$ cat src/rtl/vga_pkg.sv
// rtl/vga_pkg.sv - shared raster types: pattern mode enum, colour-bar table, default 640x480 timing
package vga_pkg;

  typedef enum logic [1:0] {
    MODE_SQUARE = 2'd0,
    MODE_BARS   = 2'd1,
    MODE_CHECK  = 2'd2,
    MODE_BOUNCE = 2'd3
  } mode_e;

  localparam int DEF_H_ACTIVE = 640;
  localparam int DEF_H_FP     = 16;
  localparam int DEF_H_SYNC   = 96;
  localparam int DEF_H_BP     = 48;
  localparam int DEF_V_ACTIVE = 480;
  localparam int DEF_V_FP     = 10;
  localparam int DEF_V_SYNC   = 2;
  localparam int DEF_V_BP     = 33;

  // One bit per channel {r,g,b}, left to right: white,yellow,cyan,green,magenta,red,blue,black
  function automatic logic [2:0] bar_rgb(input logic [2:0] idx);
    logic [2:0] rgb;
    case (idx)
      3'd0:    rgb = 3'b111;
      3'd1:    rgb = 3'b110;
      3'd2:    rgb = 3'b011;
      3'd3:    rgb = 3'b010;
      3'd4:    rgb = 3'b101;
      3'd5:    rgb = 3'b100;
      3'd6:    rgb = 3'b001;
      default: rgb = 3'b000;
    endcase
    return rgb;
  endfunction

endpackage

$ cat src/rtl/vga_pattern_gen_if.sv
// rtl/vga_pattern_gen_if.sv - registered video output bundle (position, enable, syncs, colour)
interface vga_pattern_gen_if #(
  parameter int CORDW = 10,
  parameter int COLW  = 8
);
  logic [CORDW-1:0] counter_x;
  logic [CORDW-1:0] counter_y;
  logic             sdl_de;
  logic             hsync_o;
  logic             vsync_o;
  logic             frame_o;
  logic [COLW-1:0]  red_o;
  logic [COLW-1:0]  green_o;
  logic [COLW-1:0]  blue_o;

  modport master (
    output counter_x, counter_y, sdl_de, hsync_o, vsync_o, frame_o, red_o, green_o, blue_o
  );
  modport slave (
    input  counter_x, counter_y, sdl_de, hsync_o, vsync_o, frame_o, red_o, green_o, blue_o
  );
endinterface

$ cat src/rtl/vga_timing.sv
// rtl/vga_timing.sv - sx/sy raster counters, data enable, raw active-high syncs, frame-end strobe
module vga_timing #(
  parameter int CORDW    = 10,
  parameter int H_ACTIVE = 640,
  parameter int H_FP     = 16,
  parameter int H_SYNC   = 96,
  parameter int H_BP     = 48,
  parameter int V_ACTIVE = 480,
  parameter int V_FP     = 10,
  parameter int V_SYNC   = 2,
  parameter int V_BP     = 33
) (
  input  logic             clk,
  input  logic             rst_n,
  output logic [CORDW-1:0] sx_o,
  output logic [CORDW-1:0] sy_o,
  output logic             de_o,
  output logic             hs_o,
  output logic             vs_o,
  output logic             frame_end_o
);
  localparam logic [CORDW-1:0] LINE   = CORDW'(H_ACTIVE + H_FP + H_SYNC + H_BP - 1);
  localparam logic [CORDW-1:0] SCREEN = CORDW'(V_ACTIVE + V_FP + V_SYNC + V_BP - 1);
  localparam logic [CORDW-1:0] HA     = CORDW'(H_ACTIVE);
  localparam logic [CORDW-1:0] VA     = CORDW'(V_ACTIVE);
  localparam logic [CORDW-1:0] HS_BEG = CORDW'(H_ACTIVE + H_FP);
  localparam logic [CORDW-1:0] HS_END = CORDW'(H_ACTIVE + H_FP + H_SYNC);
  localparam logic [CORDW-1:0] VS_BEG = CORDW'(V_ACTIVE + V_FP);
  localparam logic [CORDW-1:0] VS_END = CORDW'(V_ACTIVE + V_FP + V_SYNC);

  logic [CORDW-1:0] sx_q, sx_d;
  logic [CORDW-1:0] sy_q, sy_d;

  always_ff @(posedge clk or negedge rst_n) begin
    if (!rst_n) begin
      sx_q <= '0;
      sy_q <= '0;
    end else begin
      sx_q <= sx_d;
      sy_q <= sy_d;
    end
  end

  always_comb begin
    sx_d = sx_q + 1'b1;
    sy_d = sy_q;
    if (sx_q == LINE) begin
      sx_d = '0;
      sy_d = (sy_q == SCREEN) ? '0 : sy_q + 1'b1;
    end
  end

  assign sx_o        = sx_q;
  assign sy_o        = sy_q;
  assign de_o        = (sx_q < HA) && (sy_q < VA);
  assign hs_o        = (sx_q >= HS_BEG) && (sx_q < HS_END);
  assign vs_o        = (sy_q >= VS_BEG) && (sy_q < VS_END);
  assign frame_end_o = (sx_q == LINE) && (sy_q == SCREEN);

endmodule

$ cat src/rtl/vga_pattern_gen.sv
// rtl/vga_pattern_gen.sv - raster source: timing, frame-latched mode, pattern mux, output register stage
// VGA_BOUNCE_EN builds the bouncing-square mode; without it MODE_BOUNCE shows the fixed square.
module vga_pattern_gen
  import vga_pkg::*;
#(
  parameter int CORDW     = 10,
  parameter int COLW      = 8,
  parameter int H_ACTIVE  = DEF_H_ACTIVE,
  parameter int H_FP      = DEF_H_FP,
  parameter int H_SYNC    = DEF_H_SYNC,
  parameter int H_BP      = DEF_H_BP,
  parameter int V_ACTIVE  = DEF_V_ACTIVE,
  parameter int V_FP      = DEF_V_FP,
  parameter int V_SYNC    = DEF_V_SYNC,
  parameter int V_BP      = DEF_V_BP,
  parameter bit H_POL     = 1'b0,
  parameter bit V_POL     = 1'b0,
  parameter int SQ_SIZE   = 200,
  parameter int SQ_SPEED  = 2,
  parameter int CHK_SHIFT = 5,
  parameter int SQ_X0     = 220,
  parameter int SQ_X1     = 420,
  parameter int SQ_Y0     = 140,
  parameter int SQ_Y1     = 340
) (
  input  logic              clk,
  input  logic              sim_rst_n,
  input  logic [1:0]        mode_i,
  vga_pattern_gen_if.master vid
);
  localparam int               BAR_W = H_ACTIVE / 8;
  localparam logic [COLW-1:0]  WHITE = '1;
  localparam logic [COLW-1:0]  BG_B  = {1'b0, {(COLW-1){1'b1}}};

  logic [CORDW-1:0] sx, sy;
  logic             de, hs_raw, vs_raw, frame_end;

  vga_timing #(
    .CORDW(CORDW), .H_ACTIVE(H_ACTIVE), .H_FP(H_FP), .H_SYNC(H_SYNC), .H_BP(H_BP),
    .V_ACTIVE(V_ACTIVE), .V_FP(V_FP), .V_SYNC(V_SYNC), .V_BP(V_BP)
  ) u_timing (
    .clk(clk), .rst_n(sim_rst_n), .sx_o(sx), .sy_o(sy), .de_o(de),
    .hs_o(hs_raw), .vs_o(vs_raw), .frame_end_o(frame_end)
  );

  mode_e mode_q, mode_d, mode_eff;
  logic  in_bounce;

  always_ff @(posedge clk or negedge sim_rst_n) begin
    if (!sim_rst_n) mode_q <= MODE_SQUARE;
    else            mode_q <= mode_d;
  end

  // Mode only changes between frames so a picture is never split across two patterns
  assign mode_d = frame_end ? mode_e'(mode_i) : mode_q;

`ifdef VGA_BOUNCE_EN
  localparam logic signed [CORDW:0] SPD   = (CORDW+1)'(SQ_SPEED);
  localparam logic signed [CORDW:0] X_MAX = (CORDW+1)'(H_ACTIVE - SQ_SIZE);
  localparam logic signed [CORDW:0] Y_MAX = (CORDW+1)'(V_ACTIVE - SQ_SIZE);
  localparam logic [CORDW:0]        SZ    = (CORDW+1)'(SQ_SIZE);

  logic [CORDW-1:0] sq_x_q, sq_x_d, sq_y_q, sq_y_d;
  logic             neg_x_q, neg_x_d, neg_y_q, neg_y_d;

  // Returns {moving_negative, position}; overshoot clamps to the bound and reverses
  function automatic logic [CORDW:0] bounce_step(input logic [CORDW-1:0] pos, input logic neg,
                                                 input logic signed [CORDW:0] max_pos);
    logic signed [CORDW:0] nxt;
    logic [CORDW:0]        res;
    nxt = neg ? $signed({1'b0, pos}) - SPD : $signed({1'b0, pos}) + SPD;
    res = {neg, nxt[CORDW-1:0]};
    if (nxt > max_pos)       res = {1'b1, max_pos[CORDW-1:0]};
    else if (nxt < $signed('0)) res = {1'b0, {CORDW{1'b0}}};
    return res;
  endfunction

  always_ff @(posedge clk or negedge sim_rst_n) begin
    if (!sim_rst_n) begin
      sq_x_q  <= '0;
      sq_y_q  <= '0;
      neg_x_q <= 1'b0;
      neg_y_q <= 1'b0;
    end else begin
      sq_x_q  <= sq_x_d;
      sq_y_q  <= sq_y_d;
      neg_x_q <= neg_x_d;
      neg_y_q <= neg_y_d;
    end
  end

  always_comb begin
    {neg_x_d, sq_x_d} = {neg_x_q, sq_x_q};
    {neg_y_d, sq_y_d} = {neg_y_q, sq_y_q};
    if (frame_end) begin
      {neg_x_d, sq_x_d} = bounce_step(sq_x_q, neg_x_q, X_MAX);
      {neg_y_d, sq_y_d} = bounce_step(sq_y_q, neg_y_q, Y_MAX);
    end
  end

  assign in_bounce = ({1'b0, sx} >= {1'b0, sq_x_q}) && ({1'b0, sx} < {1'b0, sq_x_q} + SZ) &&
                     ({1'b0, sy} >= {1'b0, sq_y_q}) && ({1'b0, sy} < {1'b0, sq_y_q} + SZ);
  assign mode_eff  = mode_q;
`else
  assign in_bounce = 1'b0;
  assign mode_eff  = (mode_q == MODE_BOUNCE) ? MODE_SQUARE : mode_q;
`endif

  logic [CORDW-1:0] bar_num;
  logic [2:0]       bar_idx, rgb1;
  logic             in_fixed;

  assign bar_num  = sx / CORDW'(BAR_W);
  assign bar_idx  = (bar_num > CORDW'(7)) ? 3'd7 : bar_num[2:0];
  assign rgb1     = bar_rgb(bar_idx);
  assign in_fixed = (sx > CORDW'(SQ_X0)) && (sx < CORDW'(SQ_X1)) &&
                    (sy > CORDW'(SQ_Y0)) && (sy < CORDW'(SQ_Y1));

  logic [COLW-1:0]  red_d, green_d, blue_d;
  logic [COLW-1:0]  red_q, green_q, blue_q;
  logic [CORDW-1:0] cx_q, cy_q;
  logic             de_q, hs_q, vs_q, frame_q;
  logic             hs_d, vs_d, frame_d;

  always_comb begin
    red_d   = '0;
    green_d = '0;
    blue_d  = '0;
    if (de) begin
      case (mode_eff)
        MODE_BARS: begin
          red_d   = {COLW{rgb1[2]}};
          green_d = {COLW{rgb1[1]}};
          blue_d  = {COLW{rgb1[0]}};
        end
        MODE_CHECK: begin
          if (sx[CHK_SHIFT] ^ sy[CHK_SHIFT]) {red_d, green_d, blue_d} = {WHITE, WHITE, WHITE};
        end
        MODE_BOUNCE: begin
          if (in_bounce) {red_d, green_d, blue_d} = {WHITE, WHITE, WHITE};
          else           blue_d = BG_B;
        end
        default: begin
          if (in_fixed) {red_d, green_d, blue_d} = {WHITE, WHITE, WHITE};
          else          blue_d = BG_B;
        end
      endcase
    end
  end

  assign hs_d    = hs_raw ? H_POL : !H_POL;
  assign vs_d    = vs_raw ? V_POL : !V_POL;
  assign frame_d = (sx == '0) && (sy == '0);

  always_ff @(posedge clk or negedge sim_rst_n) begin
    if (!sim_rst_n) begin
      cx_q    <= '0;
      cy_q    <= '0;
      de_q    <= 1'b0;
      hs_q    <= !H_POL;
      vs_q    <= !V_POL;
      frame_q <= 1'b0;
      red_q   <= '0;
      green_q <= '0;
      blue_q  <= '0;
    end else begin
      cx_q    <= sx;
      cy_q    <= sy;
      de_q    <= de;
      hs_q    <= hs_d;
      vs_q    <= vs_d;
      frame_q <= frame_d;
      red_q   <= red_d;
      green_q <= green_d;
      blue_q  <= blue_d;
    end
  end

  assign vid.counter_x = cx_q;
  assign vid.counter_y = cy_q;
  assign vid.sdl_de    = de_q;
  assign vid.hsync_o   = hs_q;
  assign vid.vsync_o   = vs_q;
  assign vid.frame_o   = frame_q;
  assign vid.red_o     = red_q;
  assign vid.green_o   = green_q;
  assign vid.blue_o    = blue_q;

endmodule

$ cat src/flat_wrapper.sv
// flat-port wrapper written by rule: the top's interface ports become plain ports
module vga_pattern_gen_flat import vga_pkg::*;
#(
  parameter int CORDW     = 10,
  parameter int COLW      = 8,
  parameter int H_ACTIVE  = DEF_H_ACTIVE,
  parameter int H_FP      = DEF_H_FP,
  parameter int H_SYNC    = DEF_H_SYNC,
  parameter int H_BP      = DEF_H_BP,
  parameter int V_ACTIVE  = DEF_V_ACTIVE,
  parameter int V_FP      = DEF_V_FP,
  parameter int V_SYNC    = DEF_V_SYNC,
  parameter int V_BP      = DEF_V_BP,
  parameter bit H_POL     = 1'b0,
  parameter bit V_POL     = 1'b0,
  parameter int SQ_SIZE   = 200,
  parameter int SQ_SPEED  = 2,
  parameter int CHK_SHIFT = 5,
  parameter int SQ_X0     = 220,
  parameter int SQ_X1     = 420,
  parameter int SQ_Y0     = 140,
  parameter int SQ_Y1     = 340
)
  (clk, sim_rst_n, mode_i, vid_counter_x, vid_counter_y, vid_sdl_de, vid_hsync_o, vid_vsync_o, vid_frame_o, vid_red_o, vid_green_o, vid_blue_o);
  vga_pattern_gen_if #(.CORDW(CORDW), .COLW(COLW)) vid_i ();
  input  logic clk;
  input  logic sim_rst_n;
  input  logic [1:0] mode_i;
  output wire logic [$bits(vid_i.counter_x)-1:0] vid_counter_x;
  output wire logic [$bits(vid_i.counter_y)-1:0] vid_counter_y;
  output wire logic [$bits(vid_i.sdl_de)-1:0] vid_sdl_de;
  output wire logic [$bits(vid_i.hsync_o)-1:0] vid_hsync_o;
  output wire logic [$bits(vid_i.vsync_o)-1:0] vid_vsync_o;
  output wire logic [$bits(vid_i.frame_o)-1:0] vid_frame_o;
  output wire logic [$bits(vid_i.red_o)-1:0] vid_red_o;
  output wire logic [$bits(vid_i.green_o)-1:0] vid_green_o;
  output wire logic [$bits(vid_i.blue_o)-1:0] vid_blue_o;
  assign vid_counter_x = vid_i.counter_x;
  assign vid_counter_y = vid_i.counter_y;
  assign vid_sdl_de = vid_i.sdl_de;
  assign vid_hsync_o = vid_i.hsync_o;
  assign vid_vsync_o = vid_i.vsync_o;
  assign vid_frame_o = vid_i.frame_o;
  assign vid_red_o = vid_i.red_o;
  assign vid_green_o = vid_i.green_o;
  assign vid_blue_o = vid_i.blue_o;
  vga_pattern_gen #(.CORDW(CORDW), .COLW(COLW), .H_ACTIVE(H_ACTIVE), .H_FP(H_FP), .H_SYNC(H_SYNC), .H_BP(H_BP), .V_ACTIVE(V_ACTIVE), .V_FP(V_FP), .V_SYNC(V_SYNC), .V_BP(V_BP), .H_POL(H_POL), .V_POL(V_POL), .SQ_SIZE(SQ_SIZE), .SQ_SPEED(SQ_SPEED), .CHK_SHIFT(CHK_SHIFT), .SQ_X0(SQ_X0), .SQ_X1(SQ_X1), .SQ_Y0(SQ_Y0), .SQ_Y1(SQ_Y1)) u_core (.clk(clk), .sim_rst_n(sim_rst_n), .mode_i(mode_i), .vid(vid_i));
endmodule
$ cat config.mk
export PLATFORM = sky130hd
export DESIGN_NAME = vga_pattern_gen_flat
export DESIGN_NICKNAME = d
export VERILOG_FILES = /design/src/rtl/vga_pkg.sv /design/src/rtl/vga_pattern_gen_if.sv /design/src/rtl/vga_timing.sv /design/src/rtl/vga_pattern_gen.sv /design/src/flat_wrapper.sv
export SDC_FILE = /design/constraint.sdc
export NUM_CORES = 1
export LEC_CHECK = 0
export CAP_MARGIN = 40
export CORE_MARGIN = 1.5
export CORE_UTILIZATION = 45
export DETAILED_ROUTE_END_ITERATION = 16
export MAX_ROUTING_LAYER = met4
export PLACE_DENSITY = 0.75
export SETUP_SLACK_MARGIN = 0.3
export SLEW_MARGIN = 10
export SYNTH_ARGS = -nofsm -noshare
export SYNTH_HDL_FRONTEND = slang
export SYNTH_SLANG_ARGS = --single-unit
$ cat constraint.sdc
create_clock -name clk -period 1.8 [get_ports clk]
set_clock_uncertainty 0.15 [all_clocks]
set_input_delay 0.36 -clock clk [delete_from_list [all_inputs] [get_ports clk]]
set_output_delay 0.36 -clock clk [all_outputs]
set_load 0.005 [all_outputs]
==> results by group <==
Global route
  • Gr usage total: 0.209
  • Largest net degree at the start of global routing: 51
  • Global route overflow: 0
  • Initial antenna violation count: 0
  • First-pass GRT wire length: 8.58 mm
  • Vias in the first global route: between 1500 and 2000

Worst setup path
  • Arrival time worst endpoint: ~1900 ps
  • Startpoint types: register
  • Crit Path Class: register to register
  • Setup crit end kind: register
  • Worst-path fanout max: 6
  • Reg2reg path depth: 6
  • Worst path required time: approximately 1900 ps

Drt
  • Final WL: approximately 5.5 mm
  • Residual DRC: 0
  • Vias per inst: around 5.2
  • Met2 routed WL: approximately 2.8 mm
  • Post-DRT Antenna Nets: 0
  • Avg WL per Cell: 14.6 µm
  • Drt pass-1 iters: 4
  • WL met1: around 2.3 mm
  • Top Metal Used: met4
  • Vias: 1988
  • Met3 WL: roughly 290 µm
  • DRT iter0 DRCs: 86

Placed design
  • Final HPWL DP: 3.67 mm
  • Port bufs: around 50
  • Gpl congestion: slightly below 0.9
  • Dpl cells: 360
  • DP Area: between 3000 and 4000 µm²

Logic synthesis
  • Area contributors post-synth: dfrtp_1, buf_4, nand2_1
  • Seq/Total Area, Yosys: 0.525
  • Synthesis Warnings: 0
  • Synth Register Bits: 50
  • Cell variety after synth: 44
  • Post-Synth Simple-Gate Area: 0.186
  • Ys async rst share: 1.00
  • Number of flops mapped to enable cells by yosys: 0
  • Adder-cell share of the synthesized area: 0.0409
  • Syn avg cell area: 10.3 µm²
  • Compound-gate portion of the synthesized area: 0.0974
  • Mapped Cells: 232
  • Xor-xnor portion of the synthesized cell area: 0.0513
  • Top cell type by total area after synthesis: dfrtp_1
  • Post-synth top flop: dfrtp_1
  • Syn Std Cell Area: between 2000 and 2500 µm²
  • Largest family of logic cells by synthesized area: simple AND/OR/NAND/NOR gates
  • Syn_nets: 243
  • Synth top area share: 0.503
  • Dominant cell by count in the synthesized netlist: dfrtp_1
  • Mux cell area share after synthesis: 0.00419
  • Most instantiated cells after synthesis: dfrtp_1, nand2_1, buf_4

Run status
  • Failing checks: setup timing
  • Outcome: complete, but fails checks

Layout
  • Fill count: 391
  • Layout Cells excl Fill: 380
  • Final instance area: about 3500 µm²
  • Diode count: 0
  • Layout cells sized above 1: 0.335
  • Area Growth Syn to Fin: 44.8%
  • Fin nets: 320
  • Final core occ: 0.677

Clock network
  • Root Buffer: clkbuf_8
  • Sink Count: 50
  • CTS tree: yes
  • Number of buffers created by CTS: 5
  • Worst skew pair latency: ~300 ps
  • Clock H-tree levels: 2
  • Clk slew on worst S/H paths: about 90 ps
  • Max Root-Sink Buffers: 2

Timing
  • Worst-Margin Slew: 347 ps
  • Max-slew headroom: 0.769
  • Post-route worst setup slack: -58.1 ps
  • Slew Limit Fails: 0
  • Period minus WS final: ~1900 ps
  • Final period util: 1.03
  • Final Hold Vio Count: 0
  • Max Fclk: between 500 and 600 MHz
  • Final setup viols: 25
  • Unrepaired setup endpoints after global routing: yes

Floorplanning
  • Die width: 75.9 µm
  • DIE AREA: 5750 µm²
  • Initial Utilization: 0.468
  • Cell Rows: 26
  • Die Ht: 75.9 µm
  • Core Region: a little over 5000 µm²
  • IO Count: 52

Power and ir drop
  • Worst IR Drop VDD: 0.435 mV
  • Design Power: 0.00180 W
  • Leakage power: ~1.6 nW
  • PD cells: 520 nW/µm²

Min path
  • Worst Hold Class: register to register
  • Min-Delay Path Depth: 1

Job
  • Total of max-cap violations: 0
[power breakdown]
| group | internal (W) | switching (W) | total, W |
|---|---|---|---|
| combinational | 0.0000106 | 0.0000224 | 0.0000330 |
| clock | 0.000273 | 0.000370 | 0.000644 |
| sequential | 0.00112 | 0 | 0.00112 |
[layout make-up]
class | count | area [µm²] | share of cell area
Timing Repair Buffer | 101 | 915 | 0.264
Multi-Input combinational cell | 143 | 1080 | 0.311
Inverter | 8 | 30.0 | 0.00868
Sequential cell | 50 | 1260 | 0.364
Tap cell | 70 | 87.6 | 0.0253
Clock inverter | 3 | 21.3 | 0.00615
Clock buffer | 5 | 68.8 | 0.0199
[per-stage QoR]
| stage | worst slack, ps | TNS, ps | hold slack, ps |
|---|---|---|---|
| floorplan | -95.3 | -244 | -85.6 |
| global placement | -17.5 | -40.7 | 211 |
| detailed placement | -79.2 | -526 | 216 |
| CTS | -81.8 | -1010 | 361 |
| global route | -137 | -2790 | 386 |
| finish | -58.1 | -617 | 359 |
[registers in the layout (all words and copies together) (netlist names)]
signal,cells
u_core.vid.vsync_o,1
u_core.u_timing.sy_o,10
u_core.vid.hsync_o,1
u_core.vid.counter_x,10
u_core.vid.counter_y,10
u_core.vid.green_o,1
u_core.vid.blue_o,2
u_core.vid.red_o,1
u_core.vid.frame_o,1
u_core.vid.sdl_de,1
u_core.mode_q,2
u_core.u_timing.sx_o,10
[worst max-delay path: stages, from the launching register on]
cell and delay, ps:
dfrtp_1 400, ha_4 170, nand3_4 100, or4b_4 580, nor2_4 170, nor3_2 50, a21o_1 140
[routing by layer]
metal,vias up,global-route usage
met1,985,0.256
met5,-,-
li1,925,-
met3,12,0.0265
met2,66,0.340
met4,0,0.101
[kinds of logic (layout without fill, tap and decap cells)]
group | after synthesis | after routing
AOI/OAI and AO/OA | 38 | 38
xor gates and xnor gates | 14 | 14
adders and majority gates | 8 | 8
buffers and inverters | 39 | 117
DFF | 50 | 50
muxes | 1 | 1
and+or+nand+nor | 82 | 82
[what timing repair did]
item,CTS,global route
resized for setup,76,31
endpoints found under the hold margin,48,0
setup buffers,3,7
cloned,0,1
pin swaps,13,11
setup endpoints to repair,69,45
hold buffers,1,0
[layout by cell type (no fill, tap or decap), types with 6 or more instances in the layout]
| master | count |
|---|---|
| clkdlybuf4s50_1 | 18 |
| nor2_1 | 14 |
| dlygate4sd2_1 | 23 |
| nand3_1 | 6 |
| buf_6 | 16 |
| inv_1 | 8 |
| buf_4 | 37 |
| o21ai_0 | 9 |
| dfrtp_1 | 43 |
| nand2_1 | 24 |
| xor2_1 | 9 |
[path summary, 6_finish.rpt]
| check | slack, ps | to | start |
|---|---|---|---|
| max | -60 | u_core.u_timing.sy_o[6]$_DFFE_PN0N_ | u_core.u_timing.sx_o[0]$_DFF_PN0_ |
| min | 360 | u_core.vid.counter_y[1]$_DFF_PN0_ | u_core.u_timing.sy_o[1]$_DFFE_PN0N_ |
| max reg2reg | -60 | u_core.u_timing.sy_o[6]$_DFFE_PN0N_ | u_core.u_timing.sx_o[0]$_DFF_PN0_ |
| min reg2reg | 360 | u_core.vid.counter_y[1]$_DFF_PN0_ | u_core.u_timing.sy_o[1]$_DFFE_PN0N_ |
| max in group asynchronous | 810 | u_core.vid.hsync_o$_DFF_PN1_ | sim_rst_n |
| min in group asynchronous | 410 | u_core.vid.counter_y[2]$_DFF_PN0_ | sim_rst_n |
(Power assumes the default switching activity.)
